## src/rtl/csr_sysop_exec.sv

```systemverilog
// Machine-mode CSR / system-op executor: CSR read-modify-write, ECALL/EBREAK trap entry and MRET,
// one request at a time, with a registered response and fetch redirect.
module csr_sysop_exec #(
    parameter int unsigned     XLEN        = 64,
    parameter logic [XLEN-1:0] RESET_MTVEC = XLEN'(64'h0000_0000_8000_0000)
) (
    input  logic            clk,
    input  logic            rst_n,
    input  logic            req_valid,
    output logic            req_ready,
    input  logic [4:0]      e_cause,
    input  logic [XLEN-1:0] e_tval,
    input  logic [XLEN-1:0] pc,
    input  logic [XLEN-1:0] rs1_data,
    input  logic            flush,
    output logic            resp_valid,
    input  logic            resp_ready,
    output logic [XLEN-1:0] rd_data,
    output logic            redirect,
    output logic [XLEN-1:0] redirect_pc
);
    localparam logic [4:0] SysopEcall  = 5'd1;
    localparam logic [4:0] SysopEbreak = 5'd2;
    localparam logic [4:0] SysopRet    = 5'd3;
    localparam logic [4:0] SysopCsrW   = 5'd4;
    localparam logic [4:0] SysopCsrS   = 5'd5;
    localparam logic [4:0] SysopCsrC   = 5'd6;

    typedef enum logic [2:0] {StIdle, StCsrRd, StCsrWr, StTrap, StRet, StResp} state_e;

    state_e          state_q;
    logic [4:0]      cause_q;
    logic [11:0]     addr_q;
    logic [XLEN-1:0] pc_q, rs1_q, old_q;
    logic [XLEN-1:0] trap_cause_q, trap_val_q;
    logic            mie_q, mpie_q;
    logic [XLEN-1:0] mtvec_q, mscratch_q, mepc_q, mcause_q, mtval_q;
    logic [XLEN-1:0] csr_rdata, csr_wdata;
    logic            unused_tval;

    assign unused_tval = ^e_tval[XLEN-1:12];

    function automatic logic csr_mapped(input logic [11:0] a);
        return (a == 12'h300) || (a == 12'h305) || (a == 12'h340) || (a == 12'h341) ||
               (a == 12'h342) || (a == 12'h343);
    endfunction

    always_comb begin
        csr_rdata = '0;
        case (addr_q)
            12'h300: begin
                csr_rdata[3] = mie_q;
                csr_rdata[7] = mpie_q;
            end
            12'h305: csr_rdata = mtvec_q;
            12'h340: csr_rdata = mscratch_q;
            12'h341: csr_rdata = mepc_q;
            12'h342: csr_rdata = mcause_q;
            12'h343: csr_rdata = mtval_q;
            default: csr_rdata = '0;
        endcase
    end

    always_comb begin
        case (cause_q)
            SysopCsrS: csr_wdata = old_q | rs1_q;
            SysopCsrC: csr_wdata = old_q & ~rs1_q;
            default:   csr_wdata = rs1_q;
        endcase
    end

    always_ff @(posedge clk) begin
        if (!rst_n) begin
            state_q      <= StIdle;
            cause_q      <= '0;
            addr_q       <= '0;
            pc_q         <= '0;
            rs1_q        <= '0;
            old_q        <= '0;
            trap_cause_q <= '0;
            trap_val_q   <= '0;
            mie_q        <= 1'b0;
            mpie_q       <= 1'b0;
            mtvec_q      <= RESET_MTVEC;
            mscratch_q   <= '0;
            mepc_q       <= '0;
            mcause_q     <= '0;
            mtval_q      <= '0;
            req_ready    <= 1'b1;
            resp_valid   <= 1'b0;
            rd_data      <= '0;
            redirect     <= 1'b0;
            redirect_pc  <= '0;
        end else begin
            case (state_q)
                StIdle: begin
                    if (req_valid && !flush) begin
                        cause_q   <= e_cause;
                        addr_q    <= e_tval[11:0];
                        pc_q      <= pc;
                        rs1_q     <= rs1_data;
                        req_ready <= 1'b0;
                        case (e_cause)
                            SysopCsrW, SysopCsrS, SysopCsrC: begin
                                if (csr_mapped(e_tval[11:0])) begin
                                    state_q <= StCsrRd;
                                end else begin
                                    state_q      <= StTrap;
                                    trap_cause_q <= XLEN'(2);
                                    trap_val_q   <= XLEN'(e_tval[11:0]);
                                end
                            end
                            SysopEcall: begin
                                state_q      <= StTrap;
                                trap_cause_q <= XLEN'(11);
                                trap_val_q   <= '0;
                            end
                            SysopEbreak: begin
                                state_q      <= StTrap;
                                trap_cause_q <= XLEN'(3);
                                trap_val_q   <= pc;
                            end
                            SysopRet: state_q <= StRet;
                            5'd0: begin
                                state_q    <= StResp;
                                resp_valid <= 1'b1;
                            end
                            default: begin
                                state_q      <= StTrap;
                                trap_cause_q <= XLEN'(2);
                                trap_val_q   <= '0;
                            end
                        endcase
                    end
                end
                StCsrRd: begin
                    if (flush) begin
                        state_q   <= StIdle;
                        req_ready <= 1'b1;
                    end else begin
                        old_q   <= csr_rdata;
                        state_q <= StCsrWr;
                    end
                end
                StCsrWr: begin
                    // The write commits even when flushed; only the response is dropped.
                    case (addr_q)
                        12'h300: begin
                            mie_q  <= csr_wdata[3];
                            mpie_q <= csr_wdata[7];
                        end
                        12'h305: mtvec_q    <= csr_wdata;
                        12'h340: mscratch_q <= csr_wdata;
                        12'h341: mepc_q     <= {csr_wdata[XLEN-1:2], 2'b00};
                        12'h342: mcause_q   <= csr_wdata;
                        12'h343: mtval_q    <= csr_wdata;
                        default: ;
                    endcase
                    if (flush) begin
                        state_q   <= StIdle;
                        req_ready <= 1'b1;
                    end else begin
                        state_q    <= StResp;
                        resp_valid <= 1'b1;
                        rd_data    <= old_q;
                    end
                end
                StTrap: begin
                    if (flush) begin
                        state_q   <= StIdle;
                        req_ready <= 1'b1;
                    end else begin
                        mepc_q      <= {pc_q[XLEN-1:2], 2'b00};
                        mcause_q    <= trap_cause_q;
                        mtval_q     <= trap_val_q;
                        mpie_q      <= mie_q;
                        mie_q       <= 1'b0;
                        state_q     <= StResp;
                        resp_valid  <= 1'b1;
                        redirect    <= 1'b1;
                        redirect_pc <= {mtvec_q[XLEN-1:2], 2'b00};
                    end
                end
                StRet: begin
                    if (flush) begin
                        state_q   <= StIdle;
                        req_ready <= 1'b1;
                    end else begin
                        mie_q       <= mpie_q;
                        mpie_q      <= 1'b1;
                        state_q     <= StResp;
                        resp_valid  <= 1'b1;
                        redirect    <= 1'b1;
                        redirect_pc <= mepc_q;
                    end
                end
                StResp: begin
                    if (flush || resp_ready) begin
                        state_q     <= StIdle;
                        req_ready   <= 1'b1;
                        resp_valid  <= 1'b0;
                        rd_data     <= '0;
                        redirect    <= 1'b0;
                        redirect_pc <= '0;
                    end
                end
                default: begin
                    state_q   <= StIdle;
                    req_ready <= 1'b1;
                end
            endcase
        end
    end

endmodule

```

## config.mk

```make
export PLATFORM = sky130hd
export DESIGN_NAME = csr_sysop_exec
export DESIGN_NICKNAME = d
export VERILOG_FILES = /design/src/rtl/csr_sysop_exec.sv
export SDC_FILE = /design/constraint.sdc
export NUM_CORES = 2
export LEC_CHECK = 0
export ABC_AREA = 1
export CORE_UTILIZATION = 55
export CTS_CLUSTER_DIAMETER = 80
export CTS_CLUSTER_SIZE = 14
export DETAILED_ROUTE_END_ITERATION = 12
export GPL_TIMING_DRIVEN = 0
export PLACE_DENSITY = 0.82
export SLEW_MARGIN = 25
export SYNTH_ARGS = -nofsm -noshare
export SYNTH_HDL_FRONTEND = slang
export SYNTH_SLANG_ARGS = --single-unit
```

## constraint.sdc

```tcl
create_clock -name clk -period 3.4 [get_ports clk]
set_input_delay 0.34 -clock clk [delete_from_list [all_inputs] [get_ports clk]]
set_output_delay 0.34 -clock clk [all_outputs]
set_load 0.01 [all_outputs]
```

; ---- Word-level counts from Yosys, hierarchy flattened
; Index checks and enable logic that the tools add are counted.
[totals]
ff_bits = 793
input_bits = 202
[classes]
eq_ne = 39
muxes = 49
bitwise_logic = 5
n_reduce_logical = 36
[op_table]
columns = op, count
row1 = 2-to-1 mux 64 bit, 12
row2 = case mux 64 bit (2 select lines), 5
row3 = case mux 64 bit (3 select lines), 2
row4 = case mux 56 bit (5 select lines), 1
row5 = case mux 64 bit (4 select lines), 1
row6 = "equality test 12 x 10 -> 1 bit, second input constant", 12
row7 = bitwise AND 64 bit, 1
row8 = inverter 64 bit, 1
row9 = OR 64 bit, 1
row10 = case mux 3 bit (5 select lines), 2
row11 = "equality test 5 x 3 -> 1 bit, second input constant", 5
row12 = AND reduction 3 bit, 6
row13 = "inequality test 2 bit, second input constant", 8
row14 = 2-to-1 mux 1 bit, 12
row15 = "inequality test 2 x 1 -> 1 bit, second input constant", 6
row16 = case mux 1 bit (3 select lines), 4
row17 = case mux 1 bit (6 select lines), 2
row18 = case mux 3 bit (4 select lines), 1
row19 = AND reduction 4 bit, 3
row20 = "equality test 5 x 2 -> 1 bit, second input constant", 2
row21 = AND reduction 2 bit, 5
row22 = 2-to-1 mux 3 bit, 3
row23 = case mux 3 bit (3 select lines), 1
row24 = nonzero test 3 bit, 3
row25 = 17 further kinds, 30

; ---- Longest topological paths before layout
[depth]
depth_word = 10
depth_mapped = 11
ltp_nobuf = 10

; ---- Least setup slack after synthesis
; OpenSTA, ideal clock, no wires.
[synth_path]
path_type = reg2reg
start = register state_q[0]
end = register old_q[33]
arrival_ns = 1.625
t_required_ns = 3.281
setup_slack_ns = 1.655
path_stages_with_launch = 11
n_path_buf = 3
cell_sequence = dfxtp_1 > buf_2 > inv_1 > nor3_1 > nand2_1 > inv_1 > buf_2 > clkbuf_1 > o21ai_0 > nor2_1 > a21oi_1
[synth_via]
elab_chain_len = 2
[synth_lines]
columns = element, line_no
row1 = "start, declared", 31  ; state_e state_q;
row2 = "start signal, assigned", 74  ; state_q <= StIdle;
row3 = "start signal, assigned", 106  ; state_q <= StCsrRd;
row4 = "start signal, assigned", 108  ; state_q <= StTrap;
row5 = equality test 3 x 1 -> 1 bit, 95  ; case (state_q)
row6 = AND reduction 2 bit (no line), -
row7 = "end signal, assigned", 141  ; old_q <= csr_rdata;
row8 = "end, declared", 34  ; logic [XLEN-1:0] pc_q, rs1_q, old_q;
; Every way passes these cells.
; A chain may end at the register's enable or synchronous reset.

; ---- Worst setup path after layout
[layout_path]
start = register state_q[0]
end = register mepc_q[6]
[layout_via]
elab_chain_len = 3
[layout_lines]
columns = element, line_no
row1 = equality test 3 x 2 -> 1 bit, 95
row2 = inequality test 2 x 1 -> 1 bit (no line) (tied with other cells), -
row3 = AND reduction 3 bit (no line), -
row4 = "end signal, assigned", 154  ; 12'h341: mepc_q <= {csr_wdata[XLEN-1:2], 2'b00};
row5 = "end signal, assigned", 173  ; mepc_q <= {pc_q[XLEN-1:2], 2'b00};
row6 = "end, declared", 37  ; logic [XLEN-1:0] mtvec_q, mscratch_q, mepc_q, mcause_q, mtval_q;
; Several ways; a longest one is shown, not always the timed one.

==> metrics.cfg <==
[die]
core_area_sq_um = 56710
ioPinCount = 333
start_util_pct = 56.03
die_h_microns = 242.4
die_w_microns = 242.4
rows = 87
die_area_sq_um = 58740

[clocking]
cts_sinks = 726
cts_tree = done
cts_buffers = 57
path_clk_slew_ps = 70
cts_htree_levels = 2
root_buffer = clkbuf_16
clock_path_buffers = 3
clkLatencyLatePin_ps = 660

[layout]
nets = 5159
final_cells = 5717
final_common_cell = nor2_1
design_area_sq_um = 37110
area_delta_synth_final_pct = 16.79
drive_gt1_share_pct = 3.005
final_cell_mix = nor2_1, dfxtp_1, o21ai_0

[logic_synthesis]
yosysUniqueCellTypes = 28
syn_inst = 4614
avgSynthCellArea_sq_um = 6.887
ys_seq_elements = 726
ys_seq_area_share_pct = 45.74
yosys.area.top_type = dfxtp_1
syn_area_sq_um = 31780
synth_area_leaders = dfxtp_1, o21ai_0, nor2_1, a21oi_1, nand2_1
synth_top_area_share_pct = 45.74
yosys_warnings = 0

[worst_setup_path]
worstPathRequired_ps = 3970
critPathMostFrequentCell = buf_2
path_class = reg2reg
critPathCaptureType = register
slowest_delay_ps = 660
cp.arrival_ps = 4020
path_cells = buf_2, inv_1, o21ai_1, inv_1, nand2_1, buf_2, buf_2, nor2_1, nor2_1
r2r_slack_ps = -50
cp-start-kind = register
crit_slowest_cell = nand2_1
critPathTopFamily = buffers and inverters
path_buf_inv = 5
crit_path_max_fanout = 10

[sta]
finalHoldViolations = 0
layout_setup_ws_ps = -51.35
fmax_ghz = 0.2897
finalMaxSlewViolations = 0
slew_headroom_pct = 18.31
tightestPinTransition_ps = 1225
layout_worst_path_cycle_share_pct = 101.5
rsz0062_at_grt = false
setup-violations-final = 26
skew_ps = 35.48
fin_crit_ps = 3451

[global_routing]
grt_pass1_wl_mm = 192.1
grt_max_degree = 20
antenna_found_initial = 9
overflow = 0
track_usage_pct = 43.40
grt_pass1_vias = 31180

[pwr]
leakage_nw = 14.69
ir_drop_mv = 0.4588
power_per_cell_area_nw_per_um2 = 684.4

[worst_hold_path]
hp-class = in2reg

[placement]
place_hpwl_mm = 95.44
dpl-instance-area_sq_um = 35590
placedCellCount = 5652
port_buffers = 278
gp_congestion = 1.014

[routing]
drc = 0
first_pass_iters = 8
viasPerCell = 6.083
drt_iter0_markers = 5632
routedWlPerCell_microns = 23.14
vias = 34780
antenna_left = 0
wirelength_mm = 132.3

[outcome]
status = finished, violations left
violations = setup timing

[flow_run]
maxCapViolCount = 0

## stage by stage
step | setup TNS (ps) | setup WS (ps) | total power, mW | hold slack [ps] | utilization [%]
floorplan | 0 | 1655 | 15.56 | 421.6 | -
global placement | -98130 | -1360 | 18.65 | 429.0 | 62.61
detailed placement | -18830 | -357.6 | 18.87 | 436.5 | 62.75
CTS | 0 | 140.8 | 24.78 | 322.1 | 65.38
global route | 0 | 38.44 | 26.27 | 330.4 | 65.42
finish | -472.5 | -51.35 | 25.40 | 321.7 | 65.44
## power breakdown
group	switching, mW	internal, mW	total (mW)
clock	3.14	3.02	6.16
sequential	0.813	10.1	10.9
combinational	5.84	2.50	8.33
## synth_stat cells
cell and instances:
a21oi_1 489, a21oi_2 1, a21oi_4 1, and2_1 1, buf_1 37, buf_2 47
buf_4 2, clkbuf_1 275, conb_1 1, dfxtp_1 726, inv_1 448, inv_2 8
nand2_1 543, nand2_2 2, nand3_1 199, nand3_2 1, nand3b_1 1, nand4_1 142
nor2_1 834, nor2_2 2, nor2_4 1, nor3_1 7, nor3_2 1, nor3_4 1
o21a_1 64, o21ai_0 719, o21ai_1 2, o22ai_1 59
## sequential cells by signal, indices dropped and copies added, names as in the netlist
| register | cells |
|---|---|
| mcause_q | 64 |
| mscratch_q | 64 |
| mtval_q | 64 |
| mtvec_q | 64 |
| old_q | 64 |
| rd_data | 64 |
| rs1_q | 64 |
| trap_val_q | 64 |
| mepc_q | 62 |
| pc_q | 62 |
| redirect_pc | 62 |
| addr_q | 12 |
| cause_q | 5 |
| state_q | 3 |
| trap_cause_q | 3 |
| mie_q | 1 |
| mpie_q | 1 |
| redirect | 1 |
| req_ready | 1 |
| resp_valid | 1 |
## final cells by class
class                   instances  area [sq um]
plain buffers                 360          1433
diodes                          3         7.507
clock buffers                  59          1465
multi-input cells            3072         14140
fillers                      5102         19600
flip-flops and latches        726         14530
clock inverters                 1         16.27
well taps                     756         945.9
repair buffers                284          2855
inverters                     456          1715
## cell families after synthesis
group | synth area share, %
AOI/OAI and AO/OA | 21.81
other | 0.01180
and+or+nand+nor | 22.58
buffers and inverters | 9.860
DFF | 45.74
## per-layer routing
metal | vias to the layer above | wire length, microns | global-route usage (%)
met1 | 15850 | 49050 | 57.02
met2 | 2708 | 53860 | 62.34
met5 | - | 46 | 0
met3 | 483 | 20180 | 12.83
li1 | 15730 | - | -
met4 | 6 | 9142 | 26.75
## path summary, 6_finish.rpt
path,from,endpoint,depth (start not counted)
worst max-delay path,state_q[0],mepc_q[6],9
worst min-delay path,rs1_data[44],rs1_q[44],3
worst max register to register,state_q[0],mepc_q[6],9
worst min register to register,mcause_q[46],mcause_q[46],2
## worst min-delay path, cell delays in order
cell and delay (ps):
clkdlybuf4s50_1 390, o21ai_0 150, a21oi_1 50
## what timing repair did
action | CTS | global route
setup endpoints to repair | 101 | 17
buffers inserted | 1 | 2
pin swaps | 1 | 1
hold buffers | 0 | 0
resized for setup | 1 | 1
Note: power is estimated with default switching activity, not from simulation.
